### src/rtl/seg7_apb_scan.sv
// seg7_apb_scan: APB-mapped multiplexed 7-segment display controller.
// It provides a configurable digit count, a programmable scan period, per-digit
// blanking and decimal points, PWM brightness and a readable status register.
// All display outputs are registered and active-low.
module seg7_apb_scan #(
    parameter int              DIGITS      = 8,
    parameter int              DIV_W       = 16,
    parameter logic [DIV_W-1:0] DEFAULT_DIV = 16'd49999
) (
    input  logic              pclk_i,
    input  logic              presetn_i,
    input  logic [31:0]       paddr_i,
    input  logic              psel_i,
    input  logic              penable_i,
    input  logic              pwrite_i,
    input  logic [31:0]       pwdata_i,
    input  logic [3:0]        pstrb_i,
    output logic              pready_o,
    output logic [31:0]       prdata_o,
    output logic              pslverr_o,
    output logic [6:0]        seg_o,
    output logic              dp_o,
    output logic [DIGITS-1:0] an_o
);

    // Storable bits of DATA and of the per-digit masks for this digit count
    localparam logic [31:0] DATA_MASK  = (DIGITS >= 8) ? 32'hFFFF_FFFF
                                                       : ((32'd1 << (4 * DIGITS)) - 32'd1);
    localparam logic [7:0]  DIGIT_MASK = (DIGITS >= 8) ? 8'hFF
                                                       : 8'((16'd1 << DIGITS) - 16'd1);
    localparam logic [2:0]  LAST_IDX   = 3'(DIGITS - 1);

    logic [31:0]      data_q;
    logic             en_q;
    logic [7:0]       dp_mask_q;
    logic [7:0]       blank_q;
    logic [DIV_W-1:0] div_q;
    logic [4:0]       bright_q;

    logic [2:0]       idx_q;
    logic [DIV_W-1:0] slot_q;
    logic [3:0]       pwm_q;

    logic [7:0]       an_q;
    logic [6:0]       seg_q;
    logic             dp_q;

    logic             access;
    logic             addr_ok;
    logic             err;
    logic             wr_commit;
    logic [2:0]       word_addr;
    logic [31:0]      rd_view;
    logic [31:0]      merged;
    logic             digit_on;
    logic [3:0]       nibble;
    logic [6:0]       seg_dec;

    // Combine byte strobes: strobed bytes take write data, others keep the old value
    function automatic logic [31:0] strobe_merge(input logic [31:0] old_val,
                                                 input logic [31:0] new_val,
                                                 input logic [3:0]  strb);
        logic [31:0] res;
        for (int b = 0; b < 4; b++) begin
            res[8*b +: 8] = strb[b] ? new_val[8*b +: 8] : old_val[8*b +: 8];
        end
        return res;
    endfunction

    assign word_addr = paddr_i[4:2];
    assign access    = psel_i & penable_i;
    assign addr_ok   = (paddr_i[1:0] == 2'b00) && (paddr_i <= 32'h0000_0010);
    assign err       = access & (~addr_ok | (pwrite_i & (word_addr == 3'd4)));
    assign wr_commit = access & pwrite_i & ~err;

    // Register view as seen by a read; also the base for strobed writes
    always_comb begin
        rd_view = 32'h0;
        case (word_addr)
            3'd0: rd_view = data_q;
            3'd1: rd_view = {8'h00, blank_q, dp_mask_q, 7'h00, en_q};
            3'd2: rd_view = 32'(div_q);
            3'd3: rd_view = {27'h0, bright_q};
            3'd4: rd_view = {23'h0, en_q, 5'h00, idx_q};
            default: rd_view = 32'h0;
        endcase
    end

    assign merged    = strobe_merge(rd_view, pwdata_i, pstrb_i);
    assign pready_o  = psel_i;
    assign prdata_o  = (presetn_i & access & ~pwrite_i & ~err) ? rd_view : 32'h0;
    assign pslverr_o = presetn_i & err;

    // Configuration registers, updated on a committed error-free write
    always_ff @(posedge pclk_i or negedge presetn_i) begin
        if (!presetn_i) begin
            data_q    <= 32'h0;
            en_q      <= 1'b1;
            dp_mask_q <= 8'h00;
            blank_q   <= 8'h00;
            div_q     <= DEFAULT_DIV;
            bright_q  <= 5'd16;
        end else if (wr_commit) begin
            case (word_addr)
                3'd0: data_q <= merged & DATA_MASK;
                3'd1: begin
                    en_q      <= merged[0];
                    dp_mask_q <= merged[15:8] & DIGIT_MASK;
                    blank_q   <= merged[23:16] & DIGIT_MASK;
                end
                3'd2: div_q <= (merged[DIV_W-1:0] == '0) ? DIV_W'(1) : merged[DIV_W-1:0];
                3'd3: bright_q <= (merged > 32'd16) ? 5'd16 : merged[4:0];
                default: ;
            endcase
        end
    end

    // Scan and PWM counters; disabling parks everything at zero so re-enable starts at digit 0
    always_ff @(posedge pclk_i or negedge presetn_i) begin
        if (!presetn_i) begin
            idx_q  <= 3'd0;
            slot_q <= '0;
            pwm_q  <= 4'd0;
        end else if (!en_q) begin
            idx_q  <= 3'd0;
            slot_q <= '0;
            pwm_q  <= 4'd0;
        end else begin
            pwm_q <= pwm_q + 4'd1;
            if (slot_q >= div_q) begin
                slot_q <= '0;
                idx_q  <= (idx_q == LAST_IDX) ? 3'd0 : idx_q + 3'd1;
            end else begin
                slot_q <= slot_q + DIV_W'(1);
            end
        end
    end

    assign digit_on = en_q & ~blank_q[idx_q] & ({1'b0, pwm_q} < bright_q);
    assign nibble   = data_q[{idx_q, 2'b00} +: 4];

    // Hex to active-high segment pattern, bit0 = segment a
    always_comb begin
        seg_dec = 7'h00;
        case (nibble)
            4'h0: seg_dec = 7'h3F;
            4'h1: seg_dec = 7'h06;
            4'h2: seg_dec = 7'h5B;
            4'h3: seg_dec = 7'h4F;
            4'h4: seg_dec = 7'h66;
            4'h5: seg_dec = 7'h6D;
            4'h6: seg_dec = 7'h7D;
            4'h7: seg_dec = 7'h07;
            4'h8: seg_dec = 7'h7F;
            4'h9: seg_dec = 7'h6F;
            4'hA: seg_dec = 7'h77;
            4'hB: seg_dec = 7'h7C;
            4'hC: seg_dec = 7'h39;
            4'hD: seg_dec = 7'h5E;
            4'hE: seg_dec = 7'h79;
            4'hF: seg_dec = 7'h71;
            default: seg_dec = 7'h00;
        endcase
    end

    // Registered active-low pin drivers, one clock behind the scan state
    always_ff @(posedge pclk_i or negedge presetn_i) begin
        if (!presetn_i) begin
            an_q  <= 8'hFF;
            seg_q <= 7'h7F;
            dp_q  <= 1'b1;
        end else begin
            an_q  <= digit_on ? ~(8'd1 << idx_q) : 8'hFF;
            seg_q <= digit_on ? ~seg_dec : 7'h7F;
            dp_q  <= ~(dp_mask_q[idx_q] & digit_on);
        end
    end

    assign an_o  = an_q[DIGITS-1:0];
    assign seg_o = seg_q;
    assign dp_o  = dp_q;

endmodule

### config.mk
export PLATFORM = sky130hd
export DESIGN_NAME = seg7_apb_scan
export DESIGN_NICKNAME = d
export VERILOG_FILES = /design/src/rtl/seg7_apb_scan.sv
export SDC_FILE = /design/constraint.sdc
export NUM_CORES = 1
export LEC_CHECK = 0
export ABC_AREA = 1
export BUFFER_PORTS_ARGS = -buffer_cell sky130_fd_sc_hd__buf_2
export CAP_MARGIN = 20
export CORE_MARGIN = 10
export CORE_UTILIZATION = 40
export DETAILED_ROUTE_END_ITERATION = 10
export PLACE_DENSITY_LB_ADDON = 0.3
export SYNTH_ARGS = -nofsm -noshare
export SYNTH_HDL_FRONTEND = slang
export SYNTH_SLANG_ARGS = --single-unit
### constraint.sdc
create_clock -name pclk_i -period 3 [get_ports pclk_i]
set_clock_uncertainty 0.15 [all_clocks]
set_input_delay 0.3 -clock pclk_i [delete_from_list [all_inputs] [get_ports pclk_i]]
set_output_delay 0.3 -clock pclk_i [all_outputs]
set_load 0.1 [all_outputs]
==> results.yml <==
synthesis:
  yosysWarningCount: 0
  synth_top_area_frac: 0.303
  synth_edf_count: 0
  synth_top_cell_by_area: "dfrtp_1"
  ys_async_sr_fraction: 1.00
  yosys_most_used_dff: "dfrtp_1"
  ys_types: 37
  synth_common_cells: "nand2_1 (234), nor2_1 (97), nand3_1 (92), o21ai_0 (88), dfrtp_1 (82)"
  syn_area_per_cell_sq_um: 7.31
  synthTopCellsByArea: "dfrtp_1 (30%), nand2_1 (13%), dfstp_2 (10%)"
  syn-cell-area_sq_um: 6780
  netlist_instances: 928
  ys_seq_area_frac: 0.407
  synth_seq_cells: 109
  yosysMostFrequentCell: "nand2_1"
  syn-num-nets: 1034
floorplan:
  die_height_microns: 150
  dieArea_sq_um: 22600
  start_util: 0.409
  rows: 47
  die-width_microns: 150
  pin_count: 123
  coreArea_sq_um: 16600
sta:
  rsz0062_at_grt: "false"
  relSlewSlack: 0.597
  finalSetupViolations: 0
  tightest_slew_ps: 605
  layout_setup_ws_ps: 346
  hold_violations: 0
  period_minus_slack_ps: 2650
  max_freq_mhz: 377
  fin_crit_sh: 0.885
  drv_slew: 0
power_and_ir_drop:
  ir_drop_mv: 0.279
  leakagePower_nw: 3.77
  p_per_area_nw_per_um2: 350
clocking:
  clkLatencyLatePin_ps: 370
  cts_buffers: 9
  cts_tree: "yes"
  clk_pin_slew_ps: 80
  cts_post_setup_buffers_inserted: 0
  cts_max_path_buffers: 2
  cts.sinks: 109
  h-tree-depth: 3
  cts-root-buf: "clkbuf_16"
  ctsHoldBuffers: 1
  cts_resized: 0
drt:
  first_iter_violations: 710
  ant_nets: 0
  num_vias: 6647
  wl_mm: 20.5
  via_per_inst: 5.27
  drt-pass1-iter-count: 5
  drc: 0
  drt-wirelength-per-cell_microns: 16.2
global_route:
  grt_pass1_vias: 6307
  antenna_found_initial: 0
  grt_max_degree: 110
  grt_usage: 0.183
  gr-total-overflow: 0
  grt_pass1_wl_mm: 33.3
hold_path:
  holdPathEnd: "data_q[29]"
  hp-class: "in2reg"
  min_path_cells: 3
  hold_start: "pwdata_i[29]"
worst_setup_path:
  r2r-start: "idx_q[0]"
  critPathLaunchType: "flop"
  rr_worst_depth: 11
  r2r_end: "seg_o[0]"
  worstPathArrival_ps: 2790
  ff2ff_setup_slack_ps: 350
  slowest_delay_ps: 540
  crit_top_cell: "o21ai_0"
  end_kind: "flop"
  crit_chain: "inv_2 > o21ai_0 > o22ai_1 > inv_1 > o21ai_0 > inv_1 > ha_1 > o21ai_0 > inv_1 > o21ai_0 > nand3_1"
  critPathRequiredTime_ps: 3140
  worstSetupPathType: "reg2reg"
  critical_path.max_fanout: 15
  slowest_stage: "dfrtp_1"
place:
  place_ws_ps: 375
  place_hpwl_mm: 15.4
  place_inst: 1244
  port_buffers: 122
  gp_congestion: 0.918
final_layout:
  drive_above_1_share: 0.229
  seq_area_sq_um: 2760
  stdcell_count: 1261
  antenna_cells: 0
  syn2layout_area_growth_pct: 25.4
  nets: 1142
  multiInputGateArea_sq_um: 3570
  final_util: 0.513
  fill_cells: 1644
job:
  maxCapViolCount: 0
outcome:
  status: "finished clean"
[area by class of cell]
| type | instances | area share |
|---|---|---|
| tap | 220 | 0.0324 |
| sequential | 109 | 0.325 |
| multi-input combinational | 700 | 0.420 |
| timing repair buffer | 143 | 0.155 |
| clock inverter | 7 | 0.00971 |
| inverter | 73 | 0.0322 |
| clock buffer | 9 | 0.0265 |
[flip-flops by register name, indices dropped and copies added (netlist names)]
| signal | cells |
|---|---|
| idx_q | 3 |
| bright_q | 5 |
| dp_mask_q | 8 |
| div_q | 16 |
| dp_o | 1 |
| an_o | 8 |
| pwm_q | 4 |
| en_q | 1 |
| slot_q | 16 |
| blank_q | 8 |
| seg_o | 7 |
| data_q | 32 |
[cells by family after synthesis]
| family | count (synthesis) | share of synthesized area |
|---|---|---|
| AND/OR/NAND/NOR | 505 | 0.327 |
| AO/OA/AOI/OAI | 154 | 0.121 |
| buffers and inverters | 119 | 0.0732 |
| flip-flops | 109 | 0.407 |
| adder cells (fa/ha/maj) | 33 | 0.0609 |
| XOR/XNOR | 8 | 0.0103 |
[worst max-delay path by stage]
stage                           from           end  slack [ps]  cells after the start
after floorplan           paddr_i[2]  prdata_o[10]        -430                      9
after global placement    paddr_i[2]  prdata_o[15]         450                     10
after detailed placement    idx_q[0]      seg_o[2]         380                     10
after CTS                   idx_q[0]      seg_o[2]         360                     10
after global routing        idx_q[0]      seg_o[2]          30                     10
final                       idx_q[0]      seg_o[0]         350                     11
[worst max-delay path, delay by kind of cell, from the launching register on]
kind            cells  cell delay, ps
buf+inv             4             540
flops               1             540
compound gates      5             960
fa+ha+maj           1             270
simple gates        1             100
[routing by layer]
layer | vias to the layer above | wire length (microns) | global-route usage
met5 | - | 0 | 0
met4 | 0 | 271 | 0.0462
met3 | 16 | 1750 | 0.0480
met2 | 252 | 8900 | 0.270
met1 | 3079 | 9540 | 0.260
li1 | 3300 | - | -
[report_power, final]
part | switching (W) | internal [W] | total [W]
combinational | 0.000164 | 0.0000836 | 0.000248
sequential | 0.00000000000113 | 0.00147 | 0.00147
clock | 0.000595 | 0.000662 | 0.00126
total | 0.000759 | 0.00222 | 0.00297
[cells in the final DEF, fill, tap and decap left out, types with 2 or more instances in the layout]
cell type,count
o21ai_0,88
a31oi_1,9
o211ai_1,5
inv_1,68
inv_8,2
buf_4,16
dfstp_2,27
clkbuf_16,9
nand2_2,2
or2_2,27
a21oi_2,5
buf_2,89
nor2_1,86
o22ai_1,4
a21oi_1,26
dfrtp_1,82
buf_12,37
clkinv_4,3
inv_2,5
nand3_1,92
nand2_1,234
nor3_1,8
xor2_1,7
nor2_2,12
nand4_1,38
ha_1,33
o21ai_1,12
[through the flow]
stage	hold WS [ps]	total power, W	TNS, ps	area (sq um)
after floorplan	-146	0.00162	-6520	6830
after global placement	315	0.00174	0	8190
after detailed placement	319	0.00174	0	8190
after CTS	99.6	0.00299	0	8500
after global routing	127	0.00308	0	8500
final	98.5	0.00297	0	8500
(Power assumes the default switching activity.)
